$ cat src/rtl/alu_pkg.sv
// Shared types for the RV32I ALU op decoder: ALU op encoding, operand selects,
// opcode constants and the decoded bundle carried to execute.
package alu_pkg;

    typedef enum logic [3:0] {
        ALU_ADD  = 4'b0000,
        ALU_SLL  = 4'b0001,
        ALU_SLT  = 4'b0010,
        ALU_SLTU = 4'b0011,
        ALU_XOR  = 4'b0100,
        ALU_SRL  = 4'b0101,
        ALU_OR   = 4'b0110,
        ALU_AND  = 4'b0111,
        ALU_SUB  = 4'b1000,
        ALU_SRA  = 4'b1101
    } alu_op_t;

    typedef enum logic [1:0] {
        A_RS1  = 2'b00,
        A_PC   = 2'b01,
        A_ZERO = 2'b10
    } a_sel_t;

    localparam logic [6:0] OPC_OP     = 7'b0110011;
    localparam logic [6:0] OPC_OP_IMM = 7'b0010011;
    localparam logic [6:0] OPC_LUI    = 7'b0110111;
    localparam logic [6:0] OPC_AUIPC  = 7'b0010111;
    localparam logic [6:0] OPC_BRANCH = 7'b1100011;
    localparam logic [6:0] OPC_LOAD   = 7'b0000011;
    localparam logic [6:0] OPC_STORE  = 7'b0100011;

    typedef struct packed {
        alu_op_t     op;
        a_sel_t      a_sel;
        logic        b_sel;
        logic [31:0] imm;
        logic [4:0]  rs1;
        logic [4:0]  rs2;
        logic [4:0]  rd;
        logic        rd_we;
        logic        is_branch;
        logic        illegal;
        logic [31:0] pc;
    } dec_bundle_t;

endpackage

$ cat src/rtl/alu_dec_core.sv
// Combinational RV32I decode of one instruction word into a dec_bundle_t.
// Unused source indices are zeroed; illegal words collapse to a neutral ADD bundle.
module alu_dec_core
    import alu_pkg::*;
(
    input  logic [31:0] instr,
    input  logic [31:0] pc,
    output dec_bundle_t dec
);

    logic [6:0]  opcode;
    logic [2:0]  funct3;
    logic [6:0]  funct7;
    logic [31:0] i_imm, s_imm, b_imm, u_imm;

    assign opcode = instr[6:0];
    assign funct3 = instr[14:12];
    assign funct7 = instr[31:25];
    assign i_imm  = {{20{instr[31]}}, instr[31:20]};
    assign s_imm  = {{20{instr[31]}}, instr[31:25], instr[11:7]};
    assign b_imm  = {{19{instr[31]}}, instr[31], instr[7], instr[30:25], instr[11:8], 1'b0};
    assign u_imm  = {instr[31:12], 12'b0};

    always_comb begin
        dec           = '0;
        dec.op        = ALU_ADD;
        dec.a_sel     = A_RS1;
        dec.pc        = pc;
        dec.rs1       = instr[19:15];
        dec.rs2       = instr[24:20];
        dec.rd        = instr[11:7];

        case (opcode)
            OPC_OP: begin
                dec.op      = alu_op_t'({instr[30], funct3});
                dec.rd_we   = 1'b1;
                dec.illegal = !((funct7 == 7'b0000000) ||
                                (funct7 == 7'b0100000 && (funct3 == 3'b000 || funct3 == 3'b101)));
            end
            OPC_OP_IMM: begin
                dec.b_sel = 1'b1;
                dec.imm   = i_imm;
                dec.rs2   = '0;
                dec.rd_we = 1'b1;
                if (funct3 == 3'b101) begin
                    dec.op      = alu_op_t'({instr[30], 3'b101});
                    dec.illegal = !(funct7 == 7'b0000000 || funct7 == 7'b0100000);
                end else begin
                    dec.op      = alu_op_t'({1'b0, funct3});
                    dec.illegal = (funct3 == 3'b001) && (funct7 != 7'b0000000);
                end
            end
            OPC_LUI, OPC_AUIPC: begin
                dec.a_sel = (opcode == OPC_LUI) ? A_ZERO : A_PC;
                dec.b_sel = 1'b1;
                dec.imm   = u_imm;
                dec.rs1   = '0;
                dec.rs2   = '0;
                dec.rd_we = 1'b1;
            end
            OPC_BRANCH: begin
                dec.imm       = b_imm;
                dec.rd        = '0;
                dec.is_branch = 1'b1;
                case (funct3[2:1])
                    2'b00:   dec.op = ALU_SUB;
                    2'b10:   dec.op = ALU_SLT;
                    2'b11:   dec.op = ALU_SLTU;
                    default: dec.illegal = 1'b1;
                endcase
            end
            OPC_LOAD: begin
                dec.b_sel = 1'b1;
                dec.imm   = i_imm;
                dec.rs2   = '0;
                dec.rd_we = 1'b1;
            end
            OPC_STORE: begin
                dec.b_sel = 1'b1;
                dec.imm   = s_imm;
                dec.rd    = '0;
            end
            default: dec.illegal = 1'b1;
        endcase

        if (instr[1:0] != 2'b11)
            dec.illegal = 1'b1;
        if (dec.rd == 5'd0)
            dec.rd_we = 1'b0;

        if (dec.illegal) begin
            dec.op        = ALU_ADD;
            dec.a_sel     = A_RS1;
            dec.b_sel     = 1'b0;
            dec.imm       = '0;
            dec.rd_we     = 1'b0;
            dec.is_branch = 1'b0;
        end
    end

endmodule

$ cat src/rtl/alu_op_decoder.sv
// One-stage registered RV32I -> ALU op decoder with valid/ready on both sides.
// Define ALU_DEC_SKID_EN for a 1-entry skid buffer and a registered in_ready.
module alu_op_decoder
    import alu_pkg::*;
#(
    parameter logic [31:0] RESET_PC = 32'h0000_0000
) (
    input  logic        clk,
    input  logic        rst,
    input  logic        flush,
    input  logic        in_valid,
    output logic        in_ready,
    input  logic [31:0] in_instr,
    input  logic [31:0] in_pc,
    output logic        out_valid,
    input  logic        out_ready,
    output logic [3:0]  out_alu_op,
    output logic [1:0]  out_a_sel,
    output logic        out_b_sel,
    output logic [31:0] out_imm,
    output logic [4:0]  out_rs1,
    output logic [4:0]  out_rs2,
    output logic [4:0]  out_rd,
    output logic        out_rd_we,
    output logic        out_is_branch,
    output logic [31:0] out_pc,
    output logic        out_illegal
);

    localparam dec_bundle_t RST_BUNDLE = '{
        op: ALU_ADD, a_sel: A_RS1, b_sel: 1'b0, imm: '0,
        rs1: '0, rs2: '0, rd: '0, rd_we: 1'b0, is_branch: 1'b0,
        illegal: 1'b0, pc: RESET_PC
    };

    dec_bundle_t dec;
    dec_bundle_t out_q;
    logic        accept;
    logic        out_free;

    alu_dec_core u_core (
        .instr (in_instr),
        .pc    (in_pc),
        .dec   (dec)
    );

    assign accept   = in_valid && in_ready;
    assign out_free = !out_valid || out_ready;

`ifdef ALU_DEC_SKID_EN
    dec_bundle_t skid_q;
    logic        skid_valid;

    assign in_ready = !skid_valid;

    // A free output slot drains the skid first; accept is impossible while it is full.
    always_ff @(posedge clk) begin
        if (rst) begin
            out_valid  <= 1'b0;
            out_q      <= RST_BUNDLE;
            skid_valid <= 1'b0;
            skid_q     <= RST_BUNDLE;
        end else if (flush) begin
            out_valid  <= 1'b0;
            skid_valid <= 1'b0;
        end else if (out_free) begin
            if (skid_valid) begin
                out_q      <= skid_q;
                out_valid  <= 1'b1;
                skid_valid <= 1'b0;
            end else if (accept) begin
                out_q     <= dec;
                out_valid <= 1'b1;
            end else begin
                out_valid <= 1'b0;
            end
        end else if (accept) begin
            skid_q     <= dec;
            skid_valid <= 1'b1;
        end
    end
`else
    assign in_ready = out_free;

    always_ff @(posedge clk) begin
        if (rst) begin
            out_valid <= 1'b0;
            out_q     <= RST_BUNDLE;
        end else if (flush) begin
            out_valid <= 1'b0;
        end else if (accept) begin
            out_q     <= dec;
            out_valid <= 1'b1;
        end else if (out_ready) begin
            out_valid <= 1'b0;
        end
    end
`endif

    assign out_alu_op    = out_q.op;
    assign out_a_sel     = out_q.a_sel;
    assign out_b_sel     = out_q.b_sel;
    assign out_imm       = out_q.imm;
    assign out_rs1       = out_q.rs1;
    assign out_rs2       = out_q.rs2;
    assign out_rd        = out_q.rd;
    assign out_rd_we     = out_q.rd_we;
    assign out_is_branch = out_q.is_branch;
    assign out_pc        = out_q.pc;
    assign out_illegal   = out_q.illegal;

endmodule
$ cat config.mk
export PLATFORM = sky130hd
export DESIGN_NAME = alu_op_decoder
export DESIGN_NICKNAME = d
export VERILOG_FILES = /design/src/rtl/alu_pkg.sv /design/src/rtl/alu_dec_core.sv /design/src/rtl/alu_op_decoder.sv
export SDC_FILE = /design/constraint.sdc
export NUM_CORES = 1
export LEC_CHECK = 0
export ABC_CLOCK_PERIOD_IN_PS = 1900
export BUFFER_PORTS_ARGS = -buffer_cell sky130_fd_sc_hd__buf_4
export CORE_UTILIZATION = 44
export CTS_BUF_LIST = sky130_fd_sc_hd__clkbuf_8
export CTS_CLUSTER_SIZE = 8
export DETAILED_ROUTE_END_ITERATION = 16
export PLACE_DENSITY = 0.79
export SYNTH_ARGS = -nofsm -noshare
export SYNTH_HDL_FRONTEND = slang
export SYNTH_SLANG_ARGS = --single-unit
$ cat constraint.sdc
create_clock -name clk -period 1.9 [get_ports clk]
set_input_delay 0.095 -clock clk [delete_from_list [all_inputs] [get_ports clk]]
set_output_delay 0.095 -clock clk [all_outputs]
set_load 0.1 [all_outputs]
==> results of run 1 <==
worst min path at each step:
stage | endpoint | startpoint | cells past startpoint | slack (ps)
after detailed placement | out_valid$_SDFFE_PP0P_ | flush | 2 | 280
after CTS | out_rs2[1]$_SDFFE_PP0P_ | in_instr[21] | 3 | 2
after global routing | out_imm[9]$_SDFFE_PP0P_ | in_instr[29] | 2 | 10
after floorplan | out_valid$_SDFFE_PP0P_ | flush | 1 | 160
final | out_rs2[1]$_SDFFE_PP0P_ | in_instr[21] | 3 | 20
after global placement | out_valid$_SDFFE_PP0P_ | flush | 2 | 270
layout by cell type (no fill, tap or decap), types with 7 or more instances in the layout:
cell,Yosys,final
a21oi_1,66,65
a22oi_1,11,11
a32o_1,7,7
buf_4,0,181
clkbuf_8,0,9
dfxtp_1,90,89
dlygate4sd3_1,0,39
nand2_1,100,100
nand3_1,25,24
nor2_1,12,11
o21ai_0,12,12
o21ai_2,10,10
worst max-delay path: cells and delay by family:
kind,cells,cell delay (ps)
compound gates,4,1110
simple gates,1,530
buf+inv,2,290
registers in the layout (all words and copies together), names as in the netlist:
register       count
out_a_sel          2
out_pc            32
out_is_branch      1
out_valid          1
out_rd             5
out_rs2            5
out_illegal        1
out_rs1            5
out_b_sel          1
out_alu_op         4
out_rd_we          1
out_imm           32
through the flow:
stage | worst slack (ps) | power (W)
floorplan | -140 | 0.00254
global placement | -139 | 0.00280
detailed placement | -249 | 0.00281
CTS | 128 | 0.00418
global route | 38.4 | 0.00432
finish | 144 | 0.00417
layer usage:
| metal | wire, um | global-route usage (%) | vias to the layer above |
|---|---|---|---|
| met3 | 854 | 8.04 | 32 |
| li1 | - | - | 1876 |
| met2 | 5680 | 47.5 | 159 |
| met1 | 4590 | 32.5 | 1799 |
| met5 | 0 | 0 | - |
| met4 | 367 | 12.2 | 0 |
logic make-up after synthesis:
logic type      count (synthesis)  synth area share (%)
flops                          90                  51.3
compound gates                128                  23.4
xor+xnor                        1                 0.249
simple gates                  163                  20.8
buf+inv                        37                  4.20
power groups by stage:
stage / registers [W] / clock network [W] / logic, W
3_3_place_gp: 0.00200 / 0 / 0.000795
4_1_cts: 0.00196 / 0.00135 / 0.000866
2_1_floorplan: 0.00236 / 0 / 0.000185
3_5_place_dp: 0.00200 / 0 / 0.000802
6_report: 0.00196 / 0.00133 / 0.000876
5_1_grt: 0.00197 / 0.00144 / 0.000915
layout make-up:
type                    instances  area, sq um  share of cell area, %
flip-flops and latches         90         1810                   32.7
repair buffers                221         1770                   32.0
multi-input cells             292         1600                   28.9
well taps                     102          128                   2.31
clock buffers                   9          124                   2.24
clock inverters                 7         81.3                   1.47
inverters                       5         22.5                  0.408
what timing repair did:
item | 4_1_cts | 5_1_grt
resized for setup | 0 | 0
setup endpoints to repair | 0 | 0
hold buffers | 39 | 0
hold endpoints to repair | 39 | 0
==> results.cfg, run 1 <==
[clock_tree]
cts_max_level = 3
clk_pin_slew_ps = 100
cts_root_buffer = clkbuf_8
cts_tree = done
cts_setup_buffers = 0
max-clock-path-buffers = 2
clk_latency_ps = 360
numCtsBuffers = 9
cts.sinks = 90

[die]
die_area_sq_um = 8340
num_rows = 32
core_sq_um = 7730
die_w_um = 91.3
io_pins = 160
start_util_pct = 45.5
die_y_um = 91.3

[logic_synthesis]
synth_area_leader_cell = dfxtp_1
netlist_top_cells_area = dfxtp_1 51%, nand2_1 11%, a21oi_1 9.4%, nand3_1 3.6%, clkbuf_1 2.8%
synth.distinct_cells = 39
synth_top_cell_area_share_pct = 51.3
synth_seq_cells = 90
syn_avg_cell_area_sq_um = 8.38
seq_area_frac_synth_pct = 51.3
yosysMostFrequentCell = nand2_1
synth-edff-count = 0
synth_common_cells = 100 x nand2_1, 90 x dfxtp_1, 66 x a21oi_1, 26 x clkbuf_1, 25 x nand3_1
syn_nets = 488
yosysWarnings = 0
netlist_instances = 419
async_flop_share_pct = 0
syn_area_sq_um = 3510
ys.flop_type = dfxtp_1

[sta]
finClkSkew_ps = 7.72
fin_crit_ps = 1760
fmax_mhz = 570
worst_pin_slew_ps = 588
rsz0062_at_grt = false
slew_violations = 0
finalSetupViolations = 0
relSlewSlack_pct = 59.8
timing.hold.ws_ps = 15.6
hold_viol = 0
post-route-period-util_pct = 92.4
setup_tns_ps = 0

[critical_path]
path_max_fanout = 19
required_ps = 2190
r2r_start = out_valid$_SDFFE_PP0P_
max_stage_delay_ps = 530
criticalPathCategory = input pin to flop
r2r_end = out_imm[18]$_SDFFE_PP0P_
endpoint_kind = flop
reg2reg_depth = 6
setup.worst_path.end = out_imm[18]$_SDFFE_PP0P_
critPathLaunchType = input pin
path_cells = buf_4 > or4_4 > o41ai_2 > a22oi_1 > a2111o_1 > buf_12 > o21ai_0
worstPathArrival_ps = 2040
rrSetupSlack_ps = 170
crit_start = in_instr[25]
slowest_stage = or4_4

[final_layout]
syn2layout_area_growth_pct = 57.4
instances_no_fill = 726
antenna_cells = 0
finalInstanceArea_sq_um = 5530
layout.nets = 688
drive_gt1_share_pct = 35.3
fillers = 573
final_util_pct = 71.5

[min_path]
hold_class = input pin to flop

[route]
num_vias = 3866
ant_nets = 0
post_drt_wl_per_cell_um = 15.8
drcViolationCount = 0
drtIter0Drc = 139
vias_per_cell = 5.33
drtPass1Iterations = 5
wirelength_um = 11500

[pwr]
p_seq_share_pct = 47.1
p_per_area_nw_per_um2 = 754
peakVddDrop_mv = 0.354
p_sw_w = 0.00133
power_frac_comb_pct = 21.0
p_leak_nw = 2.32
internal-power_w = 0.00283
sw_frac_of_total_pct = 32.0
power_frac_clock_pct = 31.9

[placed_design]
gp_congestion = 0.866
io_buffers = 159
dpl-instance-area_sq_um = 4930
hpwlAfterDp_um = 7840
dp_cells = 671

[grt]
grt_pass1_vias = 3730
grt_overflow_total = 0
antenna_found_initial = 0
grtUsageTotal_pct = 27.9
grt_max_degree = 33
grt_pass1_wl_um = 18200

[outcome]
status = finished, final reports clean

[job]
maxCapViolations = 0
(Power assumes the default switching activity.)
==> run 2, diff against run 1 <==
REMOVE_ABC_BUFFERS = 1   (was default)
==> results.cfg, run 2 (same netlist as run 1, synthesis figures left out) <==
[outcome]
status = finished, final reports clean

[critical_path]
crit_buf_inv = 2
path_max_fanout = 19
path_delay_family = compound AO/OA/AOI/OAI gates
required_ps = 2180
endpoint_kind = flop
slowest_stage = or4_4
criticalPathCategory = input pin to flop
worstPathArrival_ps = 2100
critPathLaunchType = input pin
path_cells = buf_4 > or4_4 > o41ai_2 > a22oi_1 > a2111o_1 > buf_12 > o21ai_0
max_stage_delay_ps = 550

[final_layout]
antenna_cells = 0
final_common_cell = buf_4
fillers = 614
mostFrequentLayoutCells = 182 x buf_4, 100 x nand2_1, 90 x dfxtp_1
syn2layout_area_growth_pct = 56.9
layout.nets = 690
drive_gt1_share_pct = 34.3

[die]
io_pins = 160
die_w_um = 91.3
start_util_pct = 45.5
num_rows = 32
core_sq_um = 7730
die_area_sq_um = 8340
die_y_um = 91.3

[pwr]
power_frac_clock_pct = 31.2
p_per_area_nw_per_um2 = 749
p_leak_nw = 2.33
power_frac_comb_pct = 21.3
sw_frac_of_total_pct = 31.6
peakVddDrop_mv = 0.570
p_seq_share_pct = 47.5
p_sw_w = 0.00130
internal-power_w = 0.00282

[grt]
grtUsageMet3_pct = 7.54
grt_overflow_total = 0
grt_pass1_wl_um = 17900
grt_use_met2_pct = 46.7
grtUsageTotal_pct = 27.6
grt_max_degree = 52
busiest_layer = met2
met1_usage_pct = 30.7
antenna_found_initial = 0
grt_pass1_vias = 3741

[route]
vias_per_cell = 5.37
wirelength_um = 11500
ant_nets = 0
drcViolationCount = 0
drtIter0Drc = 199
drtPass1Iterations = 5
post_drt_wl_per_cell_um = 15.8
num_vias = 3906

[clock_tree]
cts_tree = done
post_cts_resized = 0
cts_root_buffer = clkbuf_8
clk_latency_ps = 360
max-clock-path-buffers = 2
cts.sinks = 90
numCtsBuffers = 9
cts_max_level = 3
clk_pin_slew_ps = 90

[sta]
finClkSkew_ps = 11.5
fin_crit_ps = 1820
slew_violations = 0
setup_tns_ps = 0
finalSetupViolations = 0
fmax_mhz = 550
relSlewSlack_pct = 64.7
setup_ws_ps = 82.1
post-route-period-util_pct = 95.7
worst_pin_slew_ps = 517
hold_viol = 0
rsz0062_at_grt = false

[placed_design]
io_buffers = 159
preCtsSetupSlack_ps = -235
hpwlAfterDp_um = 7840
gp_congestion = 0.845

[min_path]
hold_class = input pin to flop

[job]
maxCapViolations = 0
-- run 2: cell count changes in the layout (fill, tap and decap cells not counted), sizes merged --
cell    delta
clkinv     -1
buf        +2
inv        +1
-- run 2: tightest hold or removal path: stages --
cell     delay (ps)
buf_4           110
a22oi_1          60
nor2_1           80
-- run 2: power by group through the flow --
stage	sequential [W]	clock [W]	combinational (W)
2_1_floorplan	0.00236	0	0.000140
3_3_place_gp	0.00200	0	0.000796
3_5_place_dp	0.00200	0	0.000806
4_1_cts	0.00196	0.00131	0.000872
5_1_grt	0.00197	0.00140	0.000919
6_report	0.00196	0.00129	0.000881
-- run 2: routing by layer --
metal | vias to the layer above | part of all wire (%)
met3 | 47 | 6.0
li1 | 1879 | -
met2 | 155 | 51
met4 | 0 | 4.9
met1 | 1825 | 39
met5 | - | 0
-- run 2: worst paths after layout --
kind,slack [ps],depth (start not counted),start,to
max reg2reg,160,6,out_valid$_SDFFE_PP0P_,out_imm[4]$_SDFFE_PP0P_
max,80,7,in_instr[25],out_imm[13]$_SDFFE_PP0P_
min,20,3,in_instr[22],out_rs2[2]$_SDFFE_PP0P_
min reg2reg,460,2,out_pc[11]$_SDFFE_PP0P_,out_pc[11]$_SDFFE_PP0P_
-- run 2: cell type report --
class	count	area [sq um]	area share, %
clock buffer	9	124	2.25
clock inverter	7	68.8	1.25
inverter	5	18.8	0.341
multi-input combinational	292	1570	28.5
sequential	90	1800	32.7
tap	102	128	2.32
timing repair buffer	223	1800	32.6
-- run 2: timing repair --
action | in CTS | in global routing
buffers inserted | 0 | 1
endpoints found under the setup margin | 0 | 6
hold buffers | 39 | 0
hold endpoints to repair | 39 | 0
-- run 2: stage by stage --
| stage | cells | util (%) | cell area (sq um) | power, W | hold slack (ps) |
|---|---|---|---|---|---|
| global placement | 672 | 63.7 | 4920 | 0.00280 | 286 |
| detailed placement | 672 | 63.7 | 4920 | 0.00281 | 290 |
| global route | 728 | 71.3 | 5510 | 0.00428 | 8.79 |
| floorplan | 387 | - | 3380 | 0.00250 | 164 |
| CTS | 727 | 71.2 | 5500 | 0.00414 | 0.938 |
| finish | 728 | 71.3 | 5510 | 0.00413 | 17.7 |
